$ cat src/rtl/tcam_controller.sv
// tcam_controller: shares one TCAM port between updates and lookups, tracks entry valid bits,
// and returns lookup results in order through a credit-protected response FIFO.
module tcam_controller #(
    parameter int DATA_W    = 16,
    parameter int ADDR_W    = 4,
    parameter int RSP_DEPTH = 4
) (
    input  logic              clk,
    input  logic              reset,
    input  logic              upd_valid,
    output logic              upd_ready,
    input  logic              upd_invalidate,
    input  logic [ADDR_W-1:0] upd_addr,
    input  logic [DATA_W-1:0] upd_key,
    input  logic [DATA_W-1:0] upd_mask,
    input  logic              lk_valid,
    output logic              lk_ready,
    input  logic [DATA_W-1:0] lk_key,
    output logic              rsp_valid,
    input  logic              rsp_ready,
    output logic              rsp_hit,
    output logic [ADDR_W-1:0] rsp_addr,
    input  logic              flush,
    output logic              busy,
    output logic [DATA_W-1:0] tcam_data,
    output logic              tcam_write_readN,
    output logic [DATA_W-1:0] tcam_dontcare_mask,
    output logic [ADDR_W-1:0] tcam_write_address,
    input  logic [ADDR_W-1:0] tcam_found_address,
    input  logic              tcam_hit
);
    localparam int ENTRIES = 2 ** ADDR_W;
    localparam int PW = $clog2(RSP_DEPTH);
    localparam int CW = $clog2(RSP_DEPTH + 1);

    typedef enum logic [1:0] {RUN, DRAIN, FLUSH} state_t;

    state_t              state;
    logic [ENTRIES-1:0]  valid;
    logic                last_lk, p1, p2;
    logic [CW-1:0]       count;
    logic [PW-1:0]       wr_ptr, rd_ptr;
    logic [ADDR_W:0]     fifo_mem [RSP_DEPTH];
    logic                open, lk_ok, grant_u, grant_l, pop, cap_hit;

    // a lookup needs a guaranteed FIFO slot, counting everything still in the match pipeline
    assign open      = state == RUN && !flush && !reset;
    assign lk_ok     = (32'(count) + 32'(p1) + 32'(p2)) < 32'(RSP_DEPTH);
    assign upd_ready = open && !(lk_valid && lk_ok && !last_lk);
    assign lk_ready  = open && lk_ok && !(upd_valid && last_lk);
    assign grant_u   = upd_valid && upd_ready;
    assign grant_l   = lk_valid && lk_ready;
    assign rsp_valid = count != '0;
    assign pop       = rsp_valid && rsp_ready;
    assign cap_hit   = tcam_hit && valid[tcam_found_address];
    assign {rsp_hit, rsp_addr} = fifo_mem[rd_ptr];
    assign busy      = state != RUN || p1 || p2;

    always_ff @(posedge clk or posedge reset) begin
        if (reset) begin
            state              <= RUN;
            valid              <= '0;
            last_lk            <= 1'b1;
            p1                 <= 1'b0;
            p2                 <= 1'b0;
            count              <= '0;
            wr_ptr             <= '0;
            rd_ptr             <= '0;
            tcam_data          <= '0;
            tcam_write_readN   <= 1'b0;
            tcam_dontcare_mask <= '0;
            tcam_write_address <= '0;
            for (int i = 0; i < RSP_DEPTH; i++) fifo_mem[i] <= '0;
        end else begin
            p1               <= grant_l;
            p2               <= p1;
            tcam_write_readN <= grant_u && !upd_invalidate;
            if (grant_u) last_lk <= 1'b0;
            else if (grant_l) last_lk <= 1'b1;
            if (grant_u && !upd_invalidate) begin
                tcam_data          <= upd_key;
                tcam_dontcare_mask <= upd_mask;
                tcam_write_address <= upd_addr;
            end else if (grant_l) begin
                tcam_data          <= lk_key;
                tcam_dontcare_mask <= '0;
            end
            if (grant_u) valid[upd_addr] <= !upd_invalidate;
            if (state == FLUSH) valid <= '0;
            state <= state == RUN ? (flush ? DRAIN : RUN) : state == DRAIN ? ((p1 || p2) ? DRAIN : FLUSH) : RUN;
            if (p2) begin
                fifo_mem[wr_ptr] <= {cap_hit, cap_hit ? tcam_found_address : ADDR_W'(0)};
                wr_ptr           <= wr_ptr == PW'(RSP_DEPTH - 1) ? '0 : wr_ptr + 1'b1;
            end
            if (pop) rd_ptr <= rd_ptr == PW'(RSP_DEPTH - 1) ? '0 : rd_ptr + 1'b1;
            count <= count + CW'(p2) - CW'(pop);
        end
    end
endmodule

$ cat config.mk
export PLATFORM = sky130hd
export DESIGN_NAME = tcam_controller
export DESIGN_NICKNAME = d
export VERILOG_FILES = /design/src/rtl/tcam_controller.sv
export SDC_FILE = /design/constraint.sdc
export NUM_CORES = 1
export LEC_CHECK = 0
export CAP_MARGIN = 20
export CORE_UTILIZATION = 40
export CTS_BUF_LIST = sky130_fd_sc_hd__clkbuf_8
export CTS_CLUSTER_DIAMETER = 80
export DETAILED_ROUTE_END_ITERATION = 10
export PLACE_DENSITY = 0.64
export SYNTH_ARGS = -nofsm -noshare
export SYNTH_HDL_FRONTEND = slang
export SYNTH_SLANG_ARGS = --single-unit
export TNS_END_PERCENT = 5
$ cat constraint.sdc
create_clock -name clk -period 5 [get_ports clk]
set_input_delay 0.75 -clock clk [delete_from_list [all_inputs] [get_ports clk]]
set_output_delay 0.75 -clock clk [all_outputs]
set_load 0.05 [all_outputs]
* After elaboration in Yosys (flattened, before gate mapping) *
Cells that the tools add are included.

operators by class
  add/subtract/negate cells = 6
  order comparisons = 7
  equal/unequal tests = 4
  muxes and demuxes = 26
  bitwise logic cells = 2
  reduce and logical (&&, ||, !) cells = 30

operator list
  cell                                                                          number
  16-bit 2-to-1 mux                                                             6
  20-bit bitwise mux                                                            1
  16-bit bitwise mux                                                            1
  1-bit logical AND                                                             15
  5-bit 2-to-1 mux                                                              3
  5-bit binary-select mux with 2-bit select                                     1
  5-bit demux with 2-bit select                                                 1
  4-bit by 5-bit less-than comparator with 1-bit output, second input constant  2
  2-bit 2-to-1 mux                                                              5
  2-bit nonzero test                                                            4
  2-bit == test, second input constant                                          3
  3-bit >= comparator, second input constant                                    2
  1-bit logical NOT                                                             6
  2-bit NOT with 3-bit output                                                   2
  4-bit by 1-bit adder with 5-bit output                                        1
  5-bit by 3-bit less-than comparator with 1-bit output, second input constant  1
  1-bit 2-to-1 mux                                                              5
  2-bit by 1-bit adder with 2-bit output, second input constant                 2
  3-bit by 1-bit adder with 4-bit output                                        1
  1-bit binary-select mux with 4-bit select                                     1
  1-bit demux with 4-bit select                                                 1
  4-bit by 1-bit >= comparator with 1-bit output, second input constant         1
  4-bit 2-to-1 mux                                                              1
  3-bit by 1-bit adder with 3-bit output                                        1
  6 further kinds                                                               8

word-level totals
  register bits = 85
  bits of input ports = 64
  output and inout port bits = 46

* Logic depth before layout (Yosys ltp) *
Gate-level depths: netlist of run 1.

  word-level depth = 10
  depth in mapped cells = 8
  mapped depth without buffers = 8

* Worst setup path after synthesis of run 1 *
OpenSTA, ideal clock, no wires.

  kind = input port to output port
  start point = input flush
  end point = output lk_ready
  data arrival time = 1924 ps
  data required time = 4250 ps
  setup slack = 2326 ps
  cell stages on the path = 3
  path buffers = 0
  cell sequence = nor4_4 nand2_1 a21oi_1

between the ends
  word-level cells in the longest chain between the ends = 5

RTL lines
  element                          RTL line  source
  from (decl)                      23        input logic flush,
  1-bit logical NOT                47        assign open = state == RUN && !flush && !reset;
  1-bit logical AND (2 in series)  47
  1-bit logical AND (2 in series)  50        assign lk_ready = open && lk_ok && !(upd_valid && last_lk);
  to (decl)                        17        output logic lk_ready,

No other way between the ends.

* Worst setup path in the final report of run 1 *
  start point = input flush
  end point = output upd_ready

between the ends
  word-level cells in the longest chain between the ends = 4

RTL lines
  element                          RTL line  source
  1-bit logical NOT                47
  1-bit logical AND (2 in series)  47
  1-bit logical AND                49        assign upd_ready = open && !(lk_valid && lk_ok && !last_lk);
  to (decl)                        11        output logic upd_ready,

No other way between the ends.

==> results.txt, run 1 <==
* Largest net degree at the start of global routing: 52
- Share of cells above drive strength 1: 0.0889
* CP max FO: 28
- Run status: finished, final reports clean
- Simple-Gate Fraction of Synth Area: 0.161
- Latest clock arrival within the worst-skew pair: 350 ps
- Final weighted congestion in routability-driven placement: 0.761
* Post-route design area: 0.00554 mm^2
* Number of global-route vias before repair: 3330
- Count of unresolved DRC violations after routing: 0
- For this run, the top clock speed supported by timing is 265 MHz.
- For the pin with the worst max-slew slack, the measured transition is 884 ps.
* Area of the mapped netlist: 0.00412 mm^2
- After synthesis, the share of cell area in mux cells is 0.0596.
* Worst-case vdd ir drop: 0.393 mV
- In this run the vertical extent of the chip is 103 um.
* Placed cell areas: 0.00527 mm^2
- Of the synthesized area, sequential elements account for 0.517.
* Number of search-and-repair iterations in the first detailed-routing pass: 4
- Of the total synthesized cell area, the portion taken by XOR and XNOR cells is 0.00426.
- Fill count: 877
- Max Buffers Root-to-Sink: 2
* Final worst path period need: 3780 ps
- During synthesis, Yosys emitted a total of 0 warnings.
* Iter 0 DRT Violations: 177
- Root Buffer: clkbuf_8
* Pwr/cell area: 583 mW/mm^2
- Hold Crit Class: flip-flop to flip-flop
- Post-synthesis average cell area: 10.2 um^2
* First-pass GRT wire length: 16600 um
- After floorplanning, the core was sized to cover 0.00986 mm^2.
- Post-synthesis compound-gate area fraction: 0.182
- Main combinational cell family by area after synthesis: compound AO/OA/AOI/OAI gates
- Syn Nets: 477
* Wire length after detailed routing: 10000 um
* Input/output buffers: 109
- For this run, the total global-route usage over all layers was measured as 0.205.
- The number of antenna violations at the first check in global routing was 0.
- Util after Layout: 0.562
- After the last flow step, the layout net total stands at 575.
* Setup clock skew after layout: 12.8 ps
- Maximum Capacitance Violations: 0
- Clock tree from TritonCTS: yes
- Detail Placement HPWL: 7120 um
- The netlist uses 47 different library cells.
- In this run the power spent charging and discharging nets is 1.41 mW.
- Synthesis-to-finish area growth: 34.6%
- Wirelength per Cell: 15.7 um
- Of the total power, combinational logic draws 0.479.
* Setup-failing EPs final: 0
- Worst slew slack as a fraction of its limit: 0.410
- Internal power: 1.82 mW
- STA classifies the critical path startpoint as an input port.
* Synth Area in Adders: 0.0322
- The repair_antennas step left the layout with diodes totalling 0.
- Among the stages of the critical path, the cell type that occurs most often is clkdlybuf4s50_1.
- Data arrives at the worst endpoint at 3030 ps.
* Stage delay of the slowest cell on the critical path: 860 ps
- Number of buffers created by CTS: 9
- Post-CTS repair changed the size of 0 cells.
- Among all stages on the critical path, the largest delay is contributed by clkdlybuf4s50_1.
- Setup total negative slack on the finished layout was measured at 0 ps.
* Unrepaired setup endpoints after global routing: false
- Cells after synthesis: 403
- The initial utilization of the core area, before any placement, comes to 0.417.
* Chip Width: 103 um
- Congestion Overflow GR: 0
- Clock power frac: 0.178
- For this run, asynchronously set or reset flops after synthesis account for 1.00.
- Leakage: 2.31 nW
- Detail Route Antenna Nets: 0
- CTS clock-pin slew for the worst setup and hold paths: 90 ps
- In this run the number of H-tree levels came out at 3.
- For this design, the sink count on the clock tree is 85.
- Number of flops mapped to enable cells by yosys: 0
- Data on the critical path is required at its endpoint by 4250 ps.
* Most common flop cell mapped by yosys: dfrtp_1
- Vias post-DR: 3350
* Number of cell rows: 36
- Counting flops and latches in the post-synthesis netlist gives 85.
* Worst setup path category: input port to output port
- Post-DR vias/cell: 5.24
- In the finished design, the share of the clock period the worst path needs comes to 0.756.
* Die area: 0.0107 mm^2
- Worst hold margin: 461 ps
* Sequential share of power: 0.343
- Pin placement for this block handled 110 I/O pins.
- The max-slew violation total from the final report was 0.
* Switching share of power: 0.436
- Final hold viol count: 0
- # hold bufs at CTS: 0
- The number of setup buffers added after CTS is 0.
- Walking the worst path, the cells encountered are clkdlybuf4s50_1, nor4_4, o21a_4, and2_4, clkdlybuf4s50_1.
- The worst setup path is captured at an output port.
==> Yosys cell counts (all sizes together), types with 8 or more instances <==
| cell type | instances | area (um^2) |
|---|---|---|
| nand2 | 90 | 338 |
| dfrtp | 84 | 2100 |
| o21ai | 50 | 250 |
| a22oi | 16 | 120 |
| a41oi | 15 | 146 |
| buf | 14 | 92.6 |
| clkbuf | 13 | 50.0 |
| nand3 | 12 | 65.1 |
| nor2b | 11 | 68.8 |
| inv | 10 | 37.5 |
| a311oi | 9 | 78.8 |
| ha | 9 | 113 |
| mux2 | 8 | 90.1 |
| nor3 | 8 | 40.0 |
==> sequential cells by signal, indices dropped and copies added (netlist names) <==
register and flops:
valid 16, wr_ptr 2, tcam_write_readN 1, tcam_data 16, p1 1, tcam_write_address 4, last_lk 1, count 3
tcam_dontcare_mask 16, state 2, fifo_mem 20, p2 1, rd_ptr 2
==> final timing paths <==
path                                end  slack (ps)  start  cells past startpoint
setup / recovery              upd_ready        1220  flush                      5
hold / removal                       p2         460     p1                      0
setup reg to reg           tcam_data[4]        2040     p2                      8
hold reg to reg                      p2         460     p1                      0
max in group asynchronous       last_lk        3050  reset                      3
min in group asynchronous  fifo_mem[11]         970  reset                      2
==> final cells by class <==
type,instances,area (um^2),area share
tap,133,166,0.0300
clock inverter,7,115,0.0208
inverter,10,38.8,0.00700
multi-input combinational,281,1820,0.328
timing repair buffer,114,1150,0.207
sequential,85,2130,0.384
clock buffer,9,124,0.0224
==> per-stage QoR <==
stage / instances / setup slack (ps) / total power, mW
final: 639 / 1220 / 3.23
after global routing: 639 / 1090 / 3.43
after CTS: 637 / 1220 / 3.25
after detailed placement: 621 / 1230 / 2.67
after global placement: 621 / 1250 / 2.64
after floorplan: 403 / 2060 / 2.15
==> worst max-delay path, delay by kind of cell <==
family          cells  cell delay [ps]
compound gates      1              200
buf+inv             2             1330
simple gates        2              740
==> logic make-up after synthesis <==
| group | Yosys count |
|---|---|
| adders and majority gates | 10 |
| and+or+nand+nor | 143 |
| buffers and inverters | 37 |
| xor gates and xnor gates | 2 |
| AOI/OAI and AO/OA | 110 |
| DFF | 85 |
| muxes | 16 |
==> per-layer routing <==
| layer | share of wire | up-vias | global-route usage |
|---|---|---|---|
| li1 | - | 1641 | - |
| met1 | 0.44 | 1588 | 0.269 |
| met2 | 0.45 | 110 | 0.306 |
| met3 | 0.097 | 11 | 0.0833 |
| met4 | 0.012 | 0 | 0.0715 |
| met5 | 0 | - | 0 |
==> power groups by stage <==
stage | Clock, mW | Combinational, mW | Sequential (mW)
floorplan | 0 | 0.638 | 1.51
global placement | 0 | 1.52 | 1.11
detailed placement | 0 | 1.55 | 1.12
CTS | 0.590 | 1.55 | 1.11
global route | 0.618 | 1.67 | 1.14
finish | 0.576 | 1.55 | 1.11
==> layout by cell type, fill, tap and decap left out, drive strengths merged, types with 9 or more instances in the layout <==
cell type and instances:
a22oi 16, a311oi 9, a41oi 15, clkbuf 9
clkdlybuf4s50 109, dfrtp 84, ha 9, inv 10
nand2 90, nand3 12, nor2b 11, o21ai 50
No activity file was read; power rests on OpenSTA's default activity.
==> inputs of run 2 (changes only) <==
--- a/config.mk
+++ b/config.mk
@@ -10,7 +10,7 @@
 export CTS_BUF_LIST = sky130_fd_sc_hd__clkbuf_8
 export CTS_CLUSTER_DIAMETER = 80
 export DETAILED_ROUTE_END_ITERATION = 10
-export PLACE_DENSITY = 0.64
+export PLACE_DENSITY = 0.67
 export SYNTH_ARGS = -nofsm -noshare
 export SYNTH_HDL_FRONTEND = slang
 export SYNTH_SLANG_ARGS = --single-unit
==> constraint.sdc (replaced) <==
create_clock -name clk -period 3.45 [get_ports clk]
set_input_delay 0.5175 -clock clk [delete_from_list [all_inputs] [get_ports clk]]
set_output_delay 0.5175 -clock clk [all_outputs]
set_load 0.05 [all_outputs]
==> run 2 against run 1 <==
  * Non-clock buffer count rose by 4
  * First-iteration DRC count is 18% higher
  * Sequential share of layout area is 0.19 points lower
  * Via count grew 0.99%
  * Global-route usage shrank 0.28 points
  * Wire length up 0.69%
  * Clock power rose by 49%
  * Clock skew fell by 2.0 ps
  * Critical path depth unchanged
  * Sequential power up 45%
  * Largest power group unchanged
  * Final area grew 0.50%
==> results.txt, run 2 (synthesis results as in run 1) <==
* Fill count: 880
* Congestion Overflow GR: 0
- The initial utilization of the core area, before any placement, comes to 0.417.
- Across every metal layer, demand over resource in global routing totals 0.202.
- The kind of cell with the highest combined delay along the critical path is buffers and inverters.
* Post-CTS sizing: 0
- Max Buffers Root-to-Sink: 2
- Setup clock skew after layout: 10.8 ps
- Latest clock arrival within the worst-skew pair: 350 ps
- Iter 0 DRT Violations: 208
* First-pass GRT wire length: 16500 um
- Die area: 0.0107 mm^2
- Setup violations remaining at the end of the flow were counted as 0.
* Floorplan die height: 103 um
- Number of buffers created by CTS: 9
* Final total negative setup slack: 0 ps
- The smallest clock period supported by the final layout is computed as 3000 ps.
- The flow ran to the end, and the final reports show no timing, DRC or antenna violations.
- The first detailed-routing pass ran for 4 iterations.
- In this design, the stage delay of the slowest critical-path cell is 820 ps.
* Worst setup path category: flip-flop to output port
- Vias post-DR: 3383
* Most common cell after layout, fill and taps aside: clkdlybuf4s50_1
- Crit path capture type: output port
- In the final routed layout, each cell accounts on average for 15.7 um.
- At the pin with the least slew margin, the transition time is 632 ps.
- After clock tree synthesis, the clock-pin slew on the worst setup and hold paths is 80 ps.
* Clock sink count: 85
- Relative to the synthesized area, the layout overhead comes to 35.3%.
- At the end of routability-driven placement, the weighted congestion stood at 0.793.
- The most numerous cell type found on the critical path is a21oi_1.
- Detail Route Antenna Nets: 0
- Maximum operating frequency: 333 MHz
* Wire length after detailed routing: 10100 um
* Leakage: 2.33 nW
- The initialized floorplan defines 36 standard-cell rows.
* Worst-case vdd ir drop: 0.527 mV
* Max reg flops: 20
* Largest net degree at the start of global routing: 86
- Util after Layout: 0.564
* Post-DR vias/cell: 5.26
- In this run the worst path has a maximum fanout of 3.
- Htree depth: 3
- Root Buffer: clkbuf_8
- Number of global-route vias before repair: 3355
- Setup repair after global routing left no endpoint under its margin.
- The path class of the tightest hold or removal check is flip-flop to flip-flop.
* Detail Placement HPWL: 7160 um
- In this run the post-CTS setup repair buffer count came out at 0.
- CORE AREA: 0.00986 mm^2
- For this design the ratio of total power to cell area is 849 mW/mm^2.
- Top-level I/O count: 110
- The floorplan step set the die width to 103 um.
* Data arrival time of the critical path: 2480 ps
- Leading cell types in the layout, fill and taps excluded: clkdlybuf4s50_1 (108), nand2_1 (90), dfrtp_1 (84)
- Antenna violations before repair: 0
* Register name with the most flops: fifo_mem
- 0 antenna diodes ended up in the layout.
- Across the run, the number of max-cap violations was 0.
* Net count reported at finish: 579
- Worst slew slack as a fraction of its limit: 0.578
- STA classifies the critical path startpoint as a flip-flop.
- Final hold viol count: 0
* Data required time of the worst path: 2930 ps
- Standard cell with the maximum stage delay on the critical path: clkdlybuf4s50_1
- Of the available clock period, the critical path in the final layout requires 0.870.
* Count of final max-slew check failures: 0
* Share of cells above drive strength 1: 0.100
* Cell breakdown of the critical path: ha_1, a21oi_1, a211o_1, a21oi_1, clkdlybuf4s50_1
- # hold bufs at CTS: 0
- In the routed design, unresolved DRC markers number 0.
- Input/output buffers: 109
- Clock tree from TritonCTS: yes
* Count of buffer and inverter cells on the critical path: 1
[run 2: stage by stage]
| stage | worst slack (ps) | hold WS, ps | instances | area, um^2 | total power [mW] |
|---|---|---|---|---|---|
| after floorplan | 741 | 416 | 403 | 4120 | 3.11 |
| after global placement | 685 | 442 | 627 | 5320 | 3.85 |
| after detailed placement | 650 | 446 | 627 | 5320 | 3.90 |
| after CTS | 422 | 466 | 643 | 5570 | 4.78 |
| after global routing | 364 | 500 | 643 | 5570 | 5.01 |
| final | 450 | 460 | 643 | 5570 | 4.73 |
[run 2: final timing paths]
kind / from / end / slack, ps / depth (start not counted)
min in group asynchronous: reset / state[0] / 640 / 3
setup reg to reg: count[1] / tcam_data[15] / 1230 / 7
max in group asynchronous: reset / tcam_data[9] / 2440 / 3
hold reg to reg: p1 / p2 / 460 / 0
setup / recovery: count[0] / lk_ready / 450 / 5
hold / removal: p1 / p2 / 460 / 0
[run 2: where the power goes]
part	switching [mW]	internal, mW
sequential	0.259	1.35
combinational	1.44	0.821
clock	0.355	0.501
[run 2: metal layers]
metal  global-route usage  vias to the layer above  part of all wire  wire [um]
met5                    0                        -                 0          0
met4               0.0845                        0            0.0071         72
li1                     -                     1646                 -          -
met2                0.313                      119              0.46       4680
met3               0.0759                        5             0.092        932
met1                0.254                     1613              0.44       4430
[run 2: area by class of cell]
cell class | instances | area [um^2] | share of cell area
flip-flops and latches | 85 | 2130 | 0.382
repair buffers | 118 | 1170 | 0.210
clock inverters | 6 | 109 | 0.0196
clock buffers | 10 | 138 | 0.0247
multi-input cells | 281 | 1820 | 0.327
well taps | 133 | 166 | 0.0299
inverters | 10 | 38.8 | 0.00697
[run 2: worst reg2reg max path: stages, from the launching register on]
cell and delay, ps:
dfrtp_1 470, ha_1 260, or3b_1 370, a211o_1 260, nand3_2 80, inv_2 230, a22oi_1 310, o21ai_0 110
